File: src/rtl/ide_strobe_filter_if.sv
// ---------------------------------------------------------------------------
// | ide_strobe_filter_if : sampled IDE host-control pins and bus-cycle events |
// | Revision: 1.0                                                             |
// ---------------------------------------------------------------------------
`default_nettype none

interface ide_strobe_filter_if;
  logic       dior_n_in;
  logic       diow_n_in;
  logic [1:0] cs_n_in;
  logic [2:0] da_in;
  logic       hreset_n_in;
  logic       rd_start;
  logic       rd_end;
  logic       wr_start;
  logic       wr_end;
  logic       reg_cs1;
  logic [2:0] reg_addr;
  logic       busy;
  logic       host_reset;
  logic       protocol_err;

  modport master (
    output dior_n_in, diow_n_in, cs_n_in, da_in, hreset_n_in,
    input  rd_start, rd_end, wr_start, wr_end, reg_cs1, reg_addr,
           busy, host_reset, protocol_err
  );

  modport slave (
    input  dior_n_in, diow_n_in, cs_n_in, da_in, hreset_n_in,
    output rd_start, rd_end, wr_start, wr_end, reg_cs1, reg_addr,
           busy, host_reset, protocol_err
  );
endinterface

`default_nettype wire

File: src/rtl/ide_strobe_filter.sv
// ---------------------------------------------------------------------------
// | ide_strobe_filter : glitch-filters IDE strobes/reset, emits cycle events  |
// | Revision: 1.0                                                             |
// ---------------------------------------------------------------------------
`default_nettype none

module ide_strobe_filter #(
  parameter int FILTER_LEN = 3
) (
  input  logic                clk,
  input  logic                rst_n,
  ide_strobe_filter_if.slave  bus
);

  localparam logic [2:0] C_CNT_LAST = 3'(FILTER_LEN - 1);

  typedef enum logic [1:0] {
    ST_IDLE   = 2'd0,
    ST_READ   = 2'd1,
    ST_WRITE  = 2'd2,
    ST_IGNORE = 2'd3
  } state_t;

  // Bit 0 = DIOR-, bit 1 = DIOW-, bit 2 = host RESET-; all idle high.
  logic [2:0] raw;
  logic [2:0] filt_q;
  logic [2:0] filt_d;

  assign raw = {bus.hreset_n_in, bus.diow_n_in, bus.dior_n_in};

  for (genvar i = 0; i < 3; i++) begin : g_filt
    logic       val_q;
    logic       val_d;
    logic [2:0] cnt_q;
    logic [2:0] cnt_d;

    always_comb begin
      val_d = val_q;
      cnt_d = 3'd0;
      if (raw[i] != val_q) begin
        if (cnt_q == C_CNT_LAST) begin
          val_d = raw[i];
        end else begin
          cnt_d = cnt_q + 3'd1;
        end
      end
    end

    always_ff @(posedge clk or negedge rst_n) begin
      if (!rst_n) begin
        val_q <= 1'b1;
        cnt_q <= 3'd0;
      end else begin
        val_q <= val_d;
        cnt_q <= cnt_d;
      end
    end

    assign filt_q[i] = val_q;
    assign filt_d[i] = val_d;
  end

  logic dior_fall;
  logic dior_rise;
  logic diow_fall;
  logic diow_rise;
  logic cs_valid;

  // Edges are taken against the next filtered value so events land on the
  // same clock edge as the filtered transition.
  assign dior_fall = filt_q[0] & ~filt_d[0];
  assign dior_rise = ~filt_q[0] & filt_d[0];
  assign diow_fall = filt_q[1] & ~filt_d[1];
  assign diow_rise = ~filt_q[1] & filt_d[1];
  assign cs_valid  = ^bus.cs_n_in;

  state_t     state_q, state_d;
  logic       rd_start_q, rd_start_d;
  logic       rd_end_q, rd_end_d;
  logic       wr_start_q, wr_start_d;
  logic       wr_end_q, wr_end_d;
  logic       err_q, err_d;
  logic       busy_q, busy_d;
  logic       host_reset_q, host_reset_d;
  logic       reg_cs1_q, reg_cs1_d;
  logic [2:0] reg_addr_q, reg_addr_d;

  always_comb begin
    state_d      = state_q;
    rd_start_d   = 1'b0;
    rd_end_d     = 1'b0;
    wr_start_d   = 1'b0;
    wr_end_d     = 1'b0;
    err_d        = 1'b0;
    reg_cs1_d    = reg_cs1_q;
    reg_addr_d   = reg_addr_q;
    host_reset_d = ~filt_d[2];

    if (host_reset_d) begin
      state_d = ST_IDLE;
    end else begin
      case (state_q)
        ST_IDLE: begin
          if (dior_fall && diow_fall) begin
            err_d   = 1'b1;
            state_d = ST_IGNORE;
          end else if (dior_fall && filt_d[1]) begin
            if (cs_valid) begin
              state_d    = ST_READ;
              rd_start_d = 1'b1;
              reg_cs1_d  = ~bus.cs_n_in[1];
              reg_addr_d = bus.da_in;
            end else begin
              state_d = ST_IGNORE;
            end
          end else if (diow_fall && filt_d[0]) begin
            if (cs_valid) begin
              state_d    = ST_WRITE;
              wr_start_d = 1'b1;
              reg_cs1_d  = ~bus.cs_n_in[1];
              reg_addr_d = bus.da_in;
            end else begin
              state_d = ST_IGNORE;
            end
          end
        end
        ST_READ: begin
          if (dior_rise) begin
            rd_end_d = 1'b1;
            state_d  = ST_IDLE;
          end
          if (diow_fall) begin
            err_d = 1'b1;
          end
        end
        ST_WRITE: begin
          if (diow_rise) begin
            wr_end_d = 1'b1;
            state_d  = ST_IDLE;
          end
          if (dior_fall) begin
            err_d = 1'b1;
          end
        end
        ST_IGNORE: begin
          if (filt_d[0] && filt_d[1]) begin
            state_d = ST_IDLE;
          end
        end
        default: state_d = ST_IDLE;
      endcase
    end

    busy_d = (state_d == ST_READ) || (state_d == ST_WRITE);
  end

  always_ff @(posedge clk or negedge rst_n) begin
    if (!rst_n) begin
      state_q      <= ST_IDLE;
      rd_start_q   <= 1'b0;
      rd_end_q     <= 1'b0;
      wr_start_q   <= 1'b0;
      wr_end_q     <= 1'b0;
      err_q        <= 1'b0;
      busy_q       <= 1'b0;
      host_reset_q <= 1'b0;
      reg_cs1_q    <= 1'b0;
      reg_addr_q   <= 3'd0;
    end else begin
      state_q      <= state_d;
      rd_start_q   <= rd_start_d;
      rd_end_q     <= rd_end_d;
      wr_start_q   <= wr_start_d;
      wr_end_q     <= wr_end_d;
      err_q        <= err_d;
      busy_q       <= busy_d;
      host_reset_q <= host_reset_d;
      reg_cs1_q    <= reg_cs1_d;
      reg_addr_q   <= reg_addr_d;
    end
  end

  assign bus.rd_start     = rd_start_q;
  assign bus.rd_end       = rd_end_q;
  assign bus.wr_start     = wr_start_q;
  assign bus.wr_end       = wr_end_q;
  assign bus.protocol_err = err_q;
  assign bus.busy         = busy_q;
  assign bus.host_reset   = host_reset_q;
  assign bus.reg_cs1      = reg_cs1_q;
  assign bus.reg_addr     = reg_addr_q;

endmodule

`default_nettype wire

File: src/flat_wrapper.sv
// flat-port wrapper written by rule: the top's interface ports become plain ports
module ide_strobe_filter_flat 
#(
  parameter int FILTER_LEN = 3
)
  (clk, rst_n, bus_dior_n_in, bus_diow_n_in, bus_cs_n_in, bus_da_in, bus_hreset_n_in, bus_rd_start, bus_rd_end, bus_wr_start, bus_wr_end, bus_reg_cs1, bus_reg_addr, bus_busy, bus_host_reset, bus_protocol_err);
  ide_strobe_filter_if bus_i ();
  input  logic clk;
  input  logic rst_n;
  input wire logic [$bits(bus_i.dior_n_in)-1:0] bus_dior_n_in;
  input wire logic [$bits(bus_i.diow_n_in)-1:0] bus_diow_n_in;
  input wire logic [$bits(bus_i.cs_n_in)-1:0] bus_cs_n_in;
  input wire logic [$bits(bus_i.da_in)-1:0] bus_da_in;
  input wire logic [$bits(bus_i.hreset_n_in)-1:0] bus_hreset_n_in;
  output wire logic [$bits(bus_i.rd_start)-1:0] bus_rd_start;
  output wire logic [$bits(bus_i.rd_end)-1:0] bus_rd_end;
  output wire logic [$bits(bus_i.wr_start)-1:0] bus_wr_start;
  output wire logic [$bits(bus_i.wr_end)-1:0] bus_wr_end;
  output wire logic [$bits(bus_i.reg_cs1)-1:0] bus_reg_cs1;
  output wire logic [$bits(bus_i.reg_addr)-1:0] bus_reg_addr;
  output wire logic [$bits(bus_i.busy)-1:0] bus_busy;
  output wire logic [$bits(bus_i.host_reset)-1:0] bus_host_reset;
  output wire logic [$bits(bus_i.protocol_err)-1:0] bus_protocol_err;
  assign bus_i.dior_n_in = bus_dior_n_in;
  assign bus_i.diow_n_in = bus_diow_n_in;
  assign bus_i.cs_n_in = bus_cs_n_in;
  assign bus_i.da_in = bus_da_in;
  assign bus_i.hreset_n_in = bus_hreset_n_in;
  assign bus_rd_start = bus_i.rd_start;
  assign bus_rd_end = bus_i.rd_end;
  assign bus_wr_start = bus_i.wr_start;
  assign bus_wr_end = bus_i.wr_end;
  assign bus_reg_cs1 = bus_i.reg_cs1;
  assign bus_reg_addr = bus_i.reg_addr;
  assign bus_busy = bus_i.busy;
  assign bus_host_reset = bus_i.host_reset;
  assign bus_protocol_err = bus_i.protocol_err;
  ide_strobe_filter #(.FILTER_LEN(FILTER_LEN)) u_core (.clk(clk), .rst_n(rst_n), .bus(bus_i));
endmodule
File: config.mk
export PLATFORM = sky130hd
export DESIGN_NAME = ide_strobe_filter_flat
export DESIGN_NICKNAME = d
export VERILOG_FILES = /design/src/rtl/ide_strobe_filter_if.sv /design/src/rtl/ide_strobe_filter.sv /design/src/flat_wrapper.sv
export SDC_FILE = /design/constraint.sdc
export NUM_CORES = 1
export LEC_CHECK = 0
export BUFFER_PORTS_ARGS = -buffer_cell sky130_fd_sc_hd__buf_2
export CAP_MARGIN = 20
export CORE_ASPECT_RATIO = 1.5
export CORE_MARGIN = 8
export CORE_UTILIZATION = 54
export CTS_BUF_LIST = sky130_fd_sc_hd__clkbuf_8 sky130_fd_sc_hd__clkbuf_16
export DETAILED_ROUTE_END_ITERATION = 10
export GPL_ROUTABILITY_DRIVEN = 0
export GPL_TIMING_DRIVEN = 0
export MAX_ROUTING_LAYER = met4
export PLACE_DENSITY = 0.77
export SYNTH_ARGS = -nofsm -noshare
export SYNTH_HDL_FRONTEND = slang
export SYNTH_SLANG_ARGS = --single-unit
File: constraint.sdc
create_clock -name clk -period 2.4 [get_ports clk]
set_input_delay 0.24 -clock clk [delete_from_list [all_inputs] [get_ports clk]]
set_output_delay 0.24 -clock clk [all_outputs]
set_load 0.02 [all_outputs]
==> metrics.md <==
| Metric | Value |
|---|---|
| Post-synth top area share | `0.461` |
| Layout cell share with drive strength beyond 1 | `0.304` |
| Layout Nets | `146` |
| Slowest stage cell, crit path | `or4_4` |
| Yosys cell types | `34` |
| Pin count of the biggest net entering global routing | `26` |
| Simple-gate share of the synthesized area | `0.205` |
| Syn Nets | `120` |
| Worst slew margin | `0.578` |
| Post-synthesis mux area share | `0.104` |
| GR peak layer | `met2` |
| Final setup fails | `0` |
| FMAX | `488 MHz` |
| Power per cell area | `1060 nW/µm²` |
| Ys Warns | `0` |
| Hold crit path type | `input port to register` |
| Final hold vios | `0` |
| Antenna Cells | `0` |
| Clk buf depth | `2` |
| Tot GR Track Use | `0.129` |
| Synth Cell Area | `1190 µm²` |
| Period utilisation layout | `0.855` |
| Tightest Pin Transition | `0.617 ns` |
| Global-route wire length before repair | `3900 µm` |
| P&R area growth vs syn | `15.4%` |
| Mean area per synthesized cell | `10.9 µm²` |
| Mapped Cells | `110` |
| Placed cell areas | `1320 µm²` |
| Wirelength, routed | `2190 µm` |
| Clock root buffer | `clkbuf_8` |
| Clock transition at path regs | `0.08 ns` |
| DR WL/cell | `13.9 µm` |
| Post-synth EDFFs | `0` |
| Worst Path Buf+Inv | `0` |
| Initial DRC Count | `18` |
| Slowest cell delay on critical path | `0.55 ns` |
| Max Slew Vio Count | `0` |
| Leakage power | `0.644 nW` |
| Overflow after GRT | `0` |
| M3 GR Usage | `0.0182` |
| CTS H-Tree Depth | `1` |
| Vias in the first global route | `925` |
| I/O pin cnt | `21` |
| Synth async-reset ratio | `1.00` |
| Arr. time, crit path | `2.20 ns` |
| Worst Skew | `0.00172 ns` |
| Largest family of logic cells by synthesized area | `simple AND/OR/NAND/NOR gates` |
| Core area | `2150 µm²` |
| Antenna Nets Post-Route | `0` |
| Placed insts | `153` |
| Via/cell ratio | `5.60` |
| Drt first pass iters | `4` |
| Peak VDD IR | `0.551 mV` |
| Post-CTS Resized | `0` |
| #FFs+latches synth | `25` |
| PortBufs | `20` |
| Compound-Gate Fraction of Synth Area | `0.0911` |
| Final cell count without fillers | `158` |
| Crit-path leading delay family | `simple AND/OR/NAND/NOR gates` |
| Num rows | `21` |
| Die H | `73.6 µm` |
| Max-cap violations | `0` |
| Status | `completed` |
| Met2 usage | `0.224` |
| Crit path max fanout | `7` |
| Clk sink count | `25` |
| Yosys top cell by area | `dfrtp_1` |
| Largest cells by area after synthesis | `dfrtp_1 (46%), dfstp_2 (6.6%), nor2_1 (4.4%), mux2_2 (3.8%), mux2_4 (3.8%)` |
| Hpwl dp | `1710 µm` |
| Kind of critical path | `register to register` |
| Initial Utilization | `0.555` |
| Initial antenna violation count | `0` |
| Sequential-to-total area share from yosys stat | `0.527` |
| Setup Fix Bufs, Post-CTS | `0` |
| Inserted Clock Buffers | `3` |
| Final Cell Area | `1380 µm²` |
| Critical-path cell list | `nor3b_2 > mux2i_1 > or4_4 > o21bai_4 > mux2_4` |
| CTS tree | `yes` |
| Final min period | `2.05 ns` |
| DRC violations left | `0` |
| Vias | `885` |
| Adder-Cell Fraction of Synth Area | `0` |
| Startpoint Class | `register` |
| CP Capture Type | `register` |
| Fin Setup TNS | `0 ns` |
| Worst endpoint required time | `2.55 ns` |
| RSZ-0062 raised after global routing | `false` |
| Grt met1 use | `0.139` |
| Die ar. | `4010 µm²` |
| Die W | `54.4 µm` |
| Worst skew pair latency | `0.26 ns` |
| XOR/XNOR Fraction of Synth Area | `0.0513` |
| Synth Flop Type | `dfrtp_1` |
==> final cells by class <==
type | count | area (µm²)
Tap cell | 23 | 28.8
Sequential cell | 25 | 629
Clock buffer | 3 | 41.3
Fill cell | 181 | 776
Buffer | 3 | 11.3
Multi-Input combinational cell | 78 | 539
Clock inverter | 1 | 3.75
Inverter | 4 | 15.0
Timing Repair Buffer | 21 | 110
==> cell usage after synthesis (all sizes together) (2+ instances only) <==
master / n
or2: 2
or3b: 2
nor2: 15
xnor2: 4
clkbuf: 3
mux2i: 3
xor2: 3
nor3b: 2
dfrtp: 22
inv: 4
nand2b: 2
a21oi: 5
mux2: 7
o21ai: 5
nand2: 7
nor3: 7
dfstp: 3
nor2b: 3
==> final timing paths <==
check / from / to / slack (ns) / cells after the start
max: u_core.g_filt[2].cnt_q[0]$_DFF_PN0_ / u_core.bus.reg_addr[1]$_DFFE_PN0P_ / 0.35 / 5
min: bus_cs_n_in[1] / u_core.bus.reg_cs1$_DFFE_PN0P_ / 0.18 / 2
max reg2reg: u_core.g_filt[2].cnt_q[0]$_DFF_PN0_ / u_core.bus.reg_addr[1]$_DFFE_PN0P_ / 0.35 / 5
min reg2reg: u_core.g_filt[0].cnt_q[0]$_DFF_PN0_ / u_core.g_filt[0].cnt_q[0]$_DFF_PN0_ / 0.50 / 1
max in group asynchronous: rst_n / u_core.g_filt[2].val_q$_DFF_PN1_ / 1.56 / 2
min in group asynchronous: rst_n / u_core.bus.wr_end$_DFF_PN0_ / 0.48 / 2
==> worst reg2reg max path, cell delays in order, from the launching register on <==
cell and delay, ns:
dfrtp_1 0.43, nor3b_2 0.22, mux2i_1 0.21, or4_4 0.55
o21bai_4 0.22, mux2_4 0.31
==> routing by layer <==
metal / vias to the layer above / part of all wire
met1: 428 / 0.38
met5: - / 0
met2: 23 / 0.55
met4: 0 / 0.016
met3: 5 / 0.045
li1: 429 / -
==> state kept, by name, summed over array words and instances (netlist names), 2 cells and up <==
register and cells:
u_core.bus.reg_addr 3, u_core.g_filt.val_q 3, u_core.g_filt.cnt_q 9, u_core.state_q 2
==> cells by family after synthesis <==
family                    count (synthesis)
and+or+nand+nor                          45
muxes                                    10
AOI/OAI and AO/OA                        16
DFF                                      25
xor gates and xnor gates                  7
buffers and inverters                     7
==> per-stage QoR <==
stage	hold WS (ns)	power [mW]	utilization	setup slack (ns)
floorplan	-0.0556	1.09	-	0.498
global placement	0.241	1.21	0.614	0.380
detailed placement	0.250	1.24	0.614	0.349
CTS	0.185	1.48	0.640	0.331
global route	0.188	1.57	0.640	0.213
finish	0.177	1.47	0.640	0.349
==> cells in the final DEF (no fill, tap or decap), drive strengths merged, types with 3 or more instances in the layout <==
| cell | count |
|---|---|
| clkbuf | 6 |
| nand2 | 7 |
| mux2 | 7 |
| o21ai | 5 |
| dfrtp | 22 |
| nor2 | 15 |
| mux2i | 3 |
| xnor2 | 4 |
| a21oi | 5 |
| xor2 | 3 |
| buf | 20 |
| dfstp | 3 |
| nor3 | 7 |
| nor2b | 3 |
| inv | 5 |
==> power breakdown <==
part | internal [mW] | total [mW] | switching [mW]
clock | 0.114 | 0.233 | 0.119
sequential | 0.563 | 0.673 | 0.110
combinational | 0.246 | 0.561 | 0.315
==> timing repair <==
| item | 4_1_cts | 5_1_grt |
|---|---|---|
| hold buffers | 1 | 0 |
| setup endpoints to repair | 0 | 0 |
| hold endpoints to repair | 22 | 0 |
(Power assumes the default switching activity.)
